### src/rtl/bldc_gate_sequencer.sv
// Six-step BLDC gate sequencer: hall sync/decode, dead-time FSM, fault latch.
// Define BLDC_HALL_DEBOUNCE_EN to add the DEBOUNCE stability filter on the hall code.
module bldc_gate_sequencer #(
    parameter int DEAD_TIME = 64,
    parameter int DEBOUNCE  = 16
) (
    input  logic       CLK,
    input  logic       reset,
    input  logic [2:0] hall,
    input  logic       fault_n,
    input  logic       enable,
    input  logic       dir,
    input  logic       pwm_in,
    input  logic       clear_fault,
    output logic [5:0] gate,
    output logic [2:0] sector,
    output logic [1:0] state,
    output logic       hall_error,
    output logic       fault_latched
);

    localparam logic [1:0] S_IDLE  = 2'd0;
    localparam logic [1:0] S_DEAD  = 2'd1;
    localparam logic [1:0] S_DRIVE = 2'd2;
    localparam logic [1:0] S_FAULT = 2'd3;
    localparam logic [7:0] DEAD8   = 8'(DEAD_TIME);

    if (DEAD_TIME < 1 || DEAD_TIME > 255 || DEBOUNCE < 1 || DEBOUNCE > 255) begin : g_bad_param
        $error("bldc_gate_sequencer: DEAD_TIME and DEBOUNCE must be in 1..255");
    end

    logic [2:0] hall_s1, hall_s2;
    logic       flt_s1, flt_s2;
    logic       accept;
    logic [2:0] accept_code;
    logic [2:0] sector_d;
    logic       dir_d;
    logic [7:0] dead_cnt;
    logic [1:0] next_state;
    logic       change;
    logic [2:0] ph_hi, ph_lo;
    logic [5:0] gate_next;

    function automatic logic [2:0] decode(input logic [2:0] h);
        case (h)
            3'b101:  decode = 3'd0;
            3'b100:  decode = 3'd1;
            3'b110:  decode = 3'd2;
            3'b010:  decode = 3'd3;
            3'b011:  decode = 3'd4;
            3'b001:  decode = 3'd5;
            default: decode = 3'd7;
        endcase
    endfunction

    // Fault is carried active-high through the synchronizer so a cleared chain means "no fault".
    always_ff @(posedge CLK) begin
        if (reset) begin
            hall_s1 <= '0;
            hall_s2 <= '0;
            flt_s1  <= 1'b0;
            flt_s2  <= 1'b0;
        end else begin
            hall_s1 <= hall;
            hall_s2 <= hall_s1;
            flt_s1  <= ~fault_n;
            flt_s2  <= flt_s1;
        end
    end

`ifdef BLDC_HALL_DEBOUNCE_EN
    localparam logic [7:0] DEB8 = 8'(DEBOUNCE);
    logic [2:0] stab_code;
    logic [7:0] stab_cnt;

    // stab_cnt = consecutive cycles stab_code has been seen, saturating at DEBOUNCE
    always_ff @(posedge CLK) begin
        if (reset) begin
            stab_code <= '0;
            stab_cnt  <= '0;
        end else if (hall_s2 != stab_code) begin
            stab_code <= hall_s2;
            stab_cnt  <= 8'd1;
        end else if (stab_cnt != DEB8) begin
            stab_cnt  <= stab_cnt + 8'd1;
        end
    end

    assign accept      = (stab_cnt == DEB8);
    assign accept_code = stab_code;
`else
    assign accept      = 1'b1;
    assign accept_code = hall_s2;
`endif

    always_ff @(posedge CLK) begin
        if (reset) begin
            sector     <= 3'd7;
            hall_error <= 1'b0;
        end else if (accept) begin
            sector     <= decode(accept_code);
            hall_error <= (accept_code == 3'b000) || (accept_code == 3'b111);
        end
    end

    always_ff @(posedge CLK) begin
        if (reset) begin
            sector_d <= 3'd7;
            dir_d    <= 1'b0;
        end else begin
            sector_d <= sector;
            dir_d    <= dir;
        end
    end

    assign change = (sector != sector_d) || (dir != dir_d);

    always_ff @(posedge CLK) begin
        if (reset) state <= S_IDLE;
        else       state <= next_state;
    end

    always_comb begin
        next_state = state;
        if (flt_s2) begin
            next_state = S_FAULT;
        end else begin
            case (state)
                S_IDLE:  if (enable && sector != 3'd7) next_state = S_DEAD;
                S_DEAD: begin
                    if (!enable || sector == 3'd7) next_state = S_IDLE;
                    else if (!change && dead_cnt == 8'd1) next_state = S_DRIVE;
                end
                S_DRIVE: begin
                    if (!enable || sector == 3'd7) next_state = S_IDLE;
                    else if (change) next_state = S_DEAD;
                end
                default: if (clear_fault) next_state = S_FAULT == state ? S_IDLE : state;
            endcase
        end
    end

    // Counter is (re)loaded on every entry into DEAD and on any sector/dir change while in it.
    always_ff @(posedge CLK) begin
        if (reset)                                          dead_cnt <= '0;
        else if (next_state == S_DEAD && (state != S_DEAD || change)) dead_cnt <= DEAD8;
        else if (next_state == S_DEAD)                      dead_cnt <= dead_cnt - 8'd1;
        else                                                dead_cnt <= '0;
    end

    // Phase one-hot: bit2 = A, bit1 = B, bit0 = C. Reverse swaps the high and low phase.
    always_comb begin
        ph_hi = 3'b000;
        ph_lo = 3'b000;
        case (sector)
            3'd0: begin ph_hi = 3'b001; ph_lo = 3'b010; end
            3'd1: begin ph_hi = 3'b100; ph_lo = 3'b010; end
            3'd2: begin ph_hi = 3'b100; ph_lo = 3'b001; end
            3'd3: begin ph_hi = 3'b010; ph_lo = 3'b001; end
            3'd4: begin ph_hi = 3'b010; ph_lo = 3'b100; end
            3'd5: begin ph_hi = 3'b001; ph_lo = 3'b100; end
            default: begin ph_hi = 3'b000; ph_lo = 3'b000; end
        endcase
        if (!dir) begin
            {ph_hi, ph_lo} = {ph_lo, ph_hi};
        end
        gate_next = '0;
        if (next_state == S_DRIVE) begin
            gate_next = {ph_hi[2] & pwm_in, ph_lo[2],
                         ph_hi[1] & pwm_in, ph_lo[1],
                         ph_hi[0] & pwm_in, ph_lo[0]};
        end
    end

    always_ff @(posedge CLK) begin
        if (reset) gate <= '0;
        else       gate <= gate_next;
    end

    assign fault_latched = (state == S_FAULT);

endmodule

### config.mk
export PLATFORM = sky130hd
export DESIGN_NAME = bldc_gate_sequencer
export DESIGN_NICKNAME = d
export VERILOG_FILES = /design/src/rtl/bldc_gate_sequencer.sv
export SDC_FILE = /design/constraint.sdc
export NUM_CORES = 1
export LEC_CHECK = 0
export CAP_MARGIN = 25
export CORE_MARGIN = 1
export CORE_UTILIZATION = 55
export CTS_BUF_LIST = sky130_fd_sc_hd__clkbuf_8
export DETAILED_ROUTE_END_ITERATION = 10
export HOLD_SLACK_MARGIN = 0.15
export PLACE_DENSITY = 0.81
export SLEW_MARGIN = 20
export SYNTH_ARGS = -nofsm -noshare
export SYNTH_HDL_FRONTEND = slang
export SYNTH_SLANG_ARGS = --single-unit
### constraint.sdc
create_clock -name CLK -period 3.81 [get_ports CLK]
set_input_delay 0.381 -clock CLK [delete_from_list [all_inputs] [get_ports CLK]]
set_output_delay 0.381 -clock CLK [all_outputs]
set_load 0.05 [all_outputs]
==> reports/summary.txt <==
sequential cell area fraction in the yosys report -> 43.0%
clock tree from TritonCTS -> yes
area of all sequential standard cells -> 641 um2
Post-Place Cell Area -> 1710 um2
largest buffer count on any clock path -> 2
cell at the slowest stage of the critical path -> sky130_fd_sc_hd__clkdlybuf4s50_1
Routability Congestion -> 0.889
initial standard-cell utilization of the core -> 59.0%
count of buffers added by post-CTS timing repair for setup -> 0
Hold WS -> 0.436 ns
cell at the root of the clock tree -> sky130_fd_sc_hd__clkbuf_8
CP delay by family, top -> buffers and inverters
overall global routing resource usage -> 22.3%
number of nets produced by synthesis -> 165
worst skew pair latency -> 0.28 ns
count of antenna diodes in the layout -> 0
register bit count reported by yosys -> 32
via count -> 1213
startpoint of the lowest-slack hold path -> flt_s1$_SDFF_PP0_
launching instance or port of the critical path -> sector[1]$_SDFF_PP1_
maximum clock frequency -> 0.458 GHz
number of slew-limit violations in the final report -> 0
startpoint types -> register
Post-synth EDFFs -> 0
total wire length after detailed routing -> 2.79 mm
total power density per cell area -> 409 nW/um2
iteration count of the initial detailed-routing pass -> 4
global route overflow -> 0
commonest register cell after synthesis -> sky130_fd_sc_hd__dfxtp_1
kind of path behind the tightest hold check -> reg -> reg
residual DRC count -> 0
layout cell share with drive strength beyond 1 -> 12.5%
Setup crit end kind -> output pin
post-layout instance area -> 1820 um2
footprint of the multi-input gates -> 798 um2
setup TNS -> 0 ns
Area Overhead vs Synth -> 22.2%
r2r startpoint -> sector[1]$_SDFF_PP1_
synthesized area divided by synthesized cell count -> 9.73 um2
Post-Synthesis Cells -> 153
critical setup path kind -> reg -> out
die area -> 2920 um2
max capacitance violation total -> 0
status -> finished, final reports clean
share of synthesized flip-flops with an asynchronous set or reset -> 0%
minimum period implied by the final worst setup slack -> 2.18 ns
final worst path period share -> 57.3%
# fillers -> 208
Yosys warning total -> 0
static power due to leakage -> 0.682 nW
data arrival at the endpoint of the critical path -> 1.80 ns
width of the chip -> 54.0 um
worst rel slew slack -> 58.4%
post-synth cell types -> 48
Final Hold Vio Count -> 0
largest incremental delay on the critical path -> 0.90 ns
initial antenna violation count -> 0
post-detailed-route via-to-cell ratio -> 5.89
CTS H-tree depth -> 2
Fin Clk Skew -> 0.00906 ns
number of port buffers -> 22
Max Fanout on Critical Path -> 15
CTS sink cnt -> 32
post-detailed-route count of antenna-violating nets -> 0
setup repair after global routing missed its margin -> false
std cell rows -> 18
Chip Height -> 54.0 um
clock buffers created by TritonCTS -> 5
number of gates resized after CTS -> 0
count of hold buffers inserted by post-cts repair -> 0
initial detailed-routing violation count -> 34
HPWL after detailed placement -> 1.99 mm
Final Setup Violations -> 0
netlist area before placement -> 1490 um2
# IOs -> 23
nets@finish -> 187
sum of buffers and inverters on the critical path -> 1
crit path cell chain -> clkdlybuf4s50_1
Core ar. -> 2520 um2
Critical Path RT -> 3.43 ns
first-pass GRT wire length -> 4.62 mm
register clock-pin slew on the reported worst setup and hold paths -> 0.07 ns
maximum VDD drop -> 0.000356 V
pin count of the biggest net entering global routing -> 21
number of global-route vias before repair -> 1048
average routed wire per standard cell -> 13.6 um
Worst-Margin Slew -> 0.622 ns
==> metal layers <==
metal | track usage, % | wire [um]
met5 | 0 | 0
met2 | 36.2 | 1340
met1 | 27.3 | 1240
met4 | 10.3 | 48
met3 | 5.93 | 171
==> worst paths after layout <==
kind | to | depth (start not counted) | slack, ns
worst max-delay path | sector[1] | 1 | 1.63
worst min-delay path | flt_s2$_SDFF_PP0_ | 1 | 0.44
worst max register to register | dead_cnt[3]$_SDFF_PP0_ | 4 | 1.88
worst min register to register | flt_s2$_SDFF_PP0_ | 1 | 0.44
==> power by group <==
part	internal, W	leakage, nW	switching [W]
combinational	0.0000360	0.362	0.0000489
clock	0.000191	0.0593	0.000114
sequential	0.000344	0.261	0.0000107
==> placed cells by master, fill, tap and decap left out, types with 4 or more instances in the layout <==
cell type / instances
sky130_fd_sc_hd__dfxtp_1: 32
sky130_fd_sc_hd__clkdlybuf4s50_1: 22
sky130_fd_sc_hd__nor2b_1: 13
sky130_fd_sc_hd__nor4_1: 9
sky130_fd_sc_hd__nor2_1: 8
sky130_fd_sc_hd__a21oi_1: 8
sky130_fd_sc_hd__nand2_1: 7
sky130_fd_sc_hd__xnor2_1: 6
sky130_fd_sc_hd__nand2b_1: 6
sky130_fd_sc_hd__inv_1: 5
sky130_fd_sc_hd__clkbuf_8: 5
sky130_fd_sc_hd__nor3_1: 4
==> through the flow <==
step | std cells | total power (W) | utilization [%] | setup WS [ns]
finish | 206 | 0.000744 | 72.1 | 1.63
global route | 206 | 0.000774 | 72.1 | 1.54
CTS | 206 | 0.000751 | 72.1 | 1.63
detailed placement | 198 | 0.000446 | 67.9 | 1.45
global placement | 198 | 0.000444 | 67.9 | 1.53
floorplan | 153 | 0.000422 | - | 1.89
==> logic make-up (layout without fill, tap and decap cells) <==
kind of cell	count (synthesis)	in the layout	share of synthesized area, %
AND/OR/NAND/NOR	68	68	28.3
adder cells (fa/ha/maj)	2	2	1.68
buffers and inverters	11	34	3.36
AO/OA/AOI/OAI	31	31	18.3
XOR/XNOR	9	9	5.29
flip-flops	32	32	43.0
==> cell usage after synthesis, types with 3 or more instances <==
master                     count  area share [%]
sky130_fd_sc_hd__nand2_1       7             1.8
sky130_fd_sc_hd__a21oi_1       8             2.7
sky130_fd_sc_hd__or2_2         3             1.3
sky130_fd_sc_hd__nor2_1        8             2.0
sky130_fd_sc_hd__and3_1        3             1.3
sky130_fd_sc_hd__nor4_1        9             3.8
sky130_fd_sc_hd__dfxtp_1      32              43
sky130_fd_sc_hd__nor3_1        4             1.3
sky130_fd_sc_hd__clkbuf_1      4             1.0
sky130_fd_sc_hd__xnor2_1       6             3.5
sky130_fd_sc_hd__nand2b_1      6             2.5
sky130_fd_sc_hd__inv_1         4             1.0
sky130_fd_sc_hd__xor2_1        3             1.8
sky130_fd_sc_hd__nor2b_1      13             5.5
==> cell type report <==
cell class                 instances  area share (%)
clock buffer                       5            3.78
clock inverter                     3            2.13
inverter                           4           0.825
multi-input combinational        110            43.9
sequential                        32            35.2
tap                               30            2.06
timing repair buffer              22            12.1
==> flip-flops by register name, indices dropped and copies added, names as in the netlist <==
register	cells
gate	6
flt_s2	1
state	2
flt_s1	1
hall_s1	3
hall_error	1
dir_d	1
dead_cnt	8
accept_code	3
sector	3
sector_d	3
No activity file was read; power rests on OpenSTA's default activity.
==> RTL change: new RTL, config.mk and constraints unchanged <==
Register the inputs `hall`, `fault_n`, `enable`, `dir`, `pwm_in` and `clear_fault` before use. The logic sees them one clock later.
--- a/src/rtl/bldc_gate_sequencer.sv
+++ b/src/rtl/bldc_gate_sequencer.sv
@@ -24,6 +24,22 @@
     localparam logic [1:0] S_DRIVE = 2'd2;
     localparam logic [1:0] S_FAULT = 2'd3;
     localparam logic [7:0] DEAD8   = 8'(DEAD_TIME);
+
+    logic [2:0] hall_q;
+    logic fault_n_q;
+    logic enable_q;
+    logic dir_q;
+    logic pwm_q;
+    logic clear_fault_q;
+
+    always_ff @(posedge CLK) begin
+        hall_q        <= hall;
+        fault_n_q     <= fault_n;
+        enable_q      <= enable;
+        dir_q         <= dir;
+        pwm_q         <= pwm_in;
+        clear_fault_q <= clear_fault;
+    end
 
     if (DEAD_TIME < 1 || DEAD_TIME > 255 || DEBOUNCE < 1 || DEBOUNCE > 255) begin : g_bad_param
         $error("bldc_gate_sequencer: DEAD_TIME and DEBOUNCE must be in 1..255");
@@ -61,9 +77,9 @@
             flt_s1  <= 1'b0;
             flt_s2  <= 1'b0;
         end else begin
-            hall_s1 <= hall;
+            hall_s1 <= hall_q;
             hall_s2 <= hall_s1;
-            flt_s1  <= ~fault_n;
+            flt_s1  <= ~fault_n_q;
             flt_s2  <= flt_s1;
         end
     end
@@ -109,11 +125,11 @@
             dir_d    <= 1'b0;
         end else begin
             sector_d <= sector;
-            dir_d    <= dir;
+            dir_d    <= dir_q;
         end
     end
 
-    assign change = (sector != sector_d) || (dir != dir_d);
+    assign change = (sector != sector_d) || (dir_q != dir_d);
 
     always_ff @(posedge CLK) begin
         if (reset) state <= S_IDLE;
@@ -126,16 +142,16 @@
             next_state = S_FAULT;
         end else begin
             case (state)
-                S_IDLE:  if (enable && sector != 3'd7) next_state = S_DEAD;
+                S_IDLE:  if (enable_q && sector != 3'd7) next_state = S_DEAD;
                 S_DEAD: begin
-                    if (!enable || sector == 3'd7) next_state = S_IDLE;
+                    if (!enable_q || sector == 3'd7) next_state = S_IDLE;
                     else if (!change && dead_cnt == 8'd1) next_state = S_DRIVE;
                 end
                 S_DRIVE: begin
-                    if (!enable || sector == 3'd7) next_state = S_IDLE;
+                    if (!enable_q || sector == 3'd7) next_state = S_IDLE;
                     else if (change) next_state = S_DEAD;
                 end
-                default: if (clear_fault) next_state = S_FAULT == state ? S_IDLE : state;
+                default: if (clear_fault_q) next_state = S_FAULT == state ? S_IDLE : state;
             endcase
         end
     end
@@ -161,14 +177,14 @@
             3'd5: begin ph_hi = 3'b001; ph_lo = 3'b100; end
             default: begin ph_hi = 3'b000; ph_lo = 3'b000; end
         endcase
-        if (!dir) begin
+        if (!dir_q) begin
             {ph_hi, ph_lo} = {ph_lo, ph_hi};
         end
         gate_next = '0;
         if (next_state == S_DRIVE) begin
-            gate_next = {ph_hi[2] & pwm_in, ph_lo[2],
-                         ph_hi[1] & pwm_in, ph_lo[1],
-                         ph_hi[0] & pwm_in, ph_lo[0]};
+            gate_next = {ph_hi[2] & pwm_q, ph_lo[2],
+                         ph_hi[1] & pwm_q, ph_lo[1],
+                         ph_hi[0] & pwm_q, ph_lo[0]};
         end
     end
 
Behaviour: not the same (Yosys sat finds a counterexample within 4 cycles, from zero or initial values and one cycle with reset high).
==> RTL change against the original RTL <==
Final cell count increased by 4.9%; register-to-register slack got worse by 100 ps; synthesized area rose by 9.5%; total power up 9.2%; setup slack worse by 49 ps; via count is 3.5% higher; routed wire length up 6.3%; sequential cell count is 8 higher; synthesized cell count up 5.2%; clock skew is 2.2 ps lower; critical path depth unchanged; design area increased by 7.5%; hold slack worse by 39 ps; critical endpoint unchanged; largest cell class is now registers.
==> RTL change: results (changes against the original RTL) <==
post-synthesis compound-gate area fraction=0.1596 (was 0.1832); Tightest Pin Transition=727.4 ps (was 622.1 ps); DP HPWL=2088 um (was 1985 um); CTS max path bufs=2 (unchanged); number of global-route vias before repair=1146 (was 1048); global-route wire length before repair=4830 um (was 4616 um); master cell of the clock root buffer=clkbuf_8 (unchanged); GP Congestion=0.8571 (was 0.8891); fraction of synthesized cell area in xor and xnor cells=0.05833 (was 0.05294); setup slack at placement=1658 ps (was 1454 ps); commonest cells in the netlist=dfxtp_1, nor2b_1, a21oi_1, nor4_1 (was dfxtp_1, nor2b_1, nor4_1); detailed router's first-iteration violation count=47 (was 34); largest net degree at the start of global routing=24 (was 21); vias per cell=5.810 (was 5.888); clk slew on worst S/H paths=80 ps; Netlist cell types=45 (was 48); Post-Syn Nets=173 (was 165); final critical-path setup slack=1578 ps (was 1627 ps); DR vias=1255 (was 1213); Final #Nets=196 (was 187); Routed WL=2968 um (was 2793 um); Leak=0.7410 nW (was 0.6821 nW); clock skew=6.895 ps (was 9.062 ps); total track usage=0.1981 (was 0.2229); share of layout cells above drive strength 1=0.1189 (was 0.1250); Post CTS Setup Buffer Count=0 (unchanged); adder-cell share of the synthesized area=0.01535 (was 0.01681); post-synthesis cell count=161 (was 153); post-synthesis sequential area ratio=0.4912 (was 0.4303); status=finished, final reports clean (unchanged); Peak VDD IR=0.0003518 V (was 0.0003559 V); Num CTS Buffers=5 (unchanged); ranking of synthesized cells by area=dfxtp_1, nor2b_1, nor4_1 (unchanged); Antenna Cells=0 (unchanged); cell family with most CP delay=buffers and inverters (unchanged); ys async rst share=0 (unchanged); dpl cells=208 (was 198); data arrival time of the worst path=1850 ps (was 1800 ps)
[RTL change: worst register-to-register path, stage by stage (launching register included)]
cell      delay (ps)
dfxtp_1          650
nand3_1          330
and4_1           340
a211oi_4         350
and4b_1          240
[RTL change: cells by family (layout without fill, tap and decap cells)]
group,after synthesis,after routing
AOI/OAI and AO/OA,32,32
buffers and inverters,11,35
and+or+nand+nor,66,66
xor gates and xnor gates,10,10
DFF,40,40
adders and majority gates,2,2
[RTL change: layer usage]
metal / global-route usage / vias to the layer above / wire length (um)
met3: 0.05069 / 7 / 125
met4: 0.1150 / 0 / 53
li1: - / 623 / -
met2: 0.3395 / 39 / 1519
met5: 0 / - / 0
met1: 0.2199 / 586 / 1269
[RTL change: report_power, final]
group	total [mW]	internal, mW	switching, mW
combinational	0.0847	0.0368	0.0478
sequential	0.445	0.432	0.0136
clock	0.283	0.144	0.139
total	0.813	0.613	0.200
[RTL change: worst paths after layout]
check                  from         to  slack (ps)  cells past startpoint
hold reg to reg   fault_n_q     flt_s1         400                      1
hold / removal    fault_n_q     flt_s1         400                      1
setup / recovery  sector[1]  sector[1]        1580                      1
setup reg to reg  sector[1]    gate[5]        1780                      4
[RTL change: final cells by class]
| class | count | area (sq um) |
|---|---|---|
| Clock buffer | 6 | 82.58 |
| Clock inverter | 2 | 11.26 |
| Fill cell | 214 | 825.8 |
| Inverter | 5 | 18.77 |
| Multi-Input combinational cell | 110 | 783.3 |
| Sequential cell | 40 | 800.8 |
| Tap cell | 31 | 38.79 |
| Timing Repair Buffer | 22 | 220.2 |
[RTL change: through the flow]
step | area [sq um] | power, mW
2_1_floorplan | 1630 | 0.5128
3_3_place_gp | 1862 | 0.5358
3_5_place_dp | 1862 | 0.5385
4_1_cts | 1956 | 0.8186
5_1_grt | 1956 | 0.8438
6_report | 1956 | 0.8132
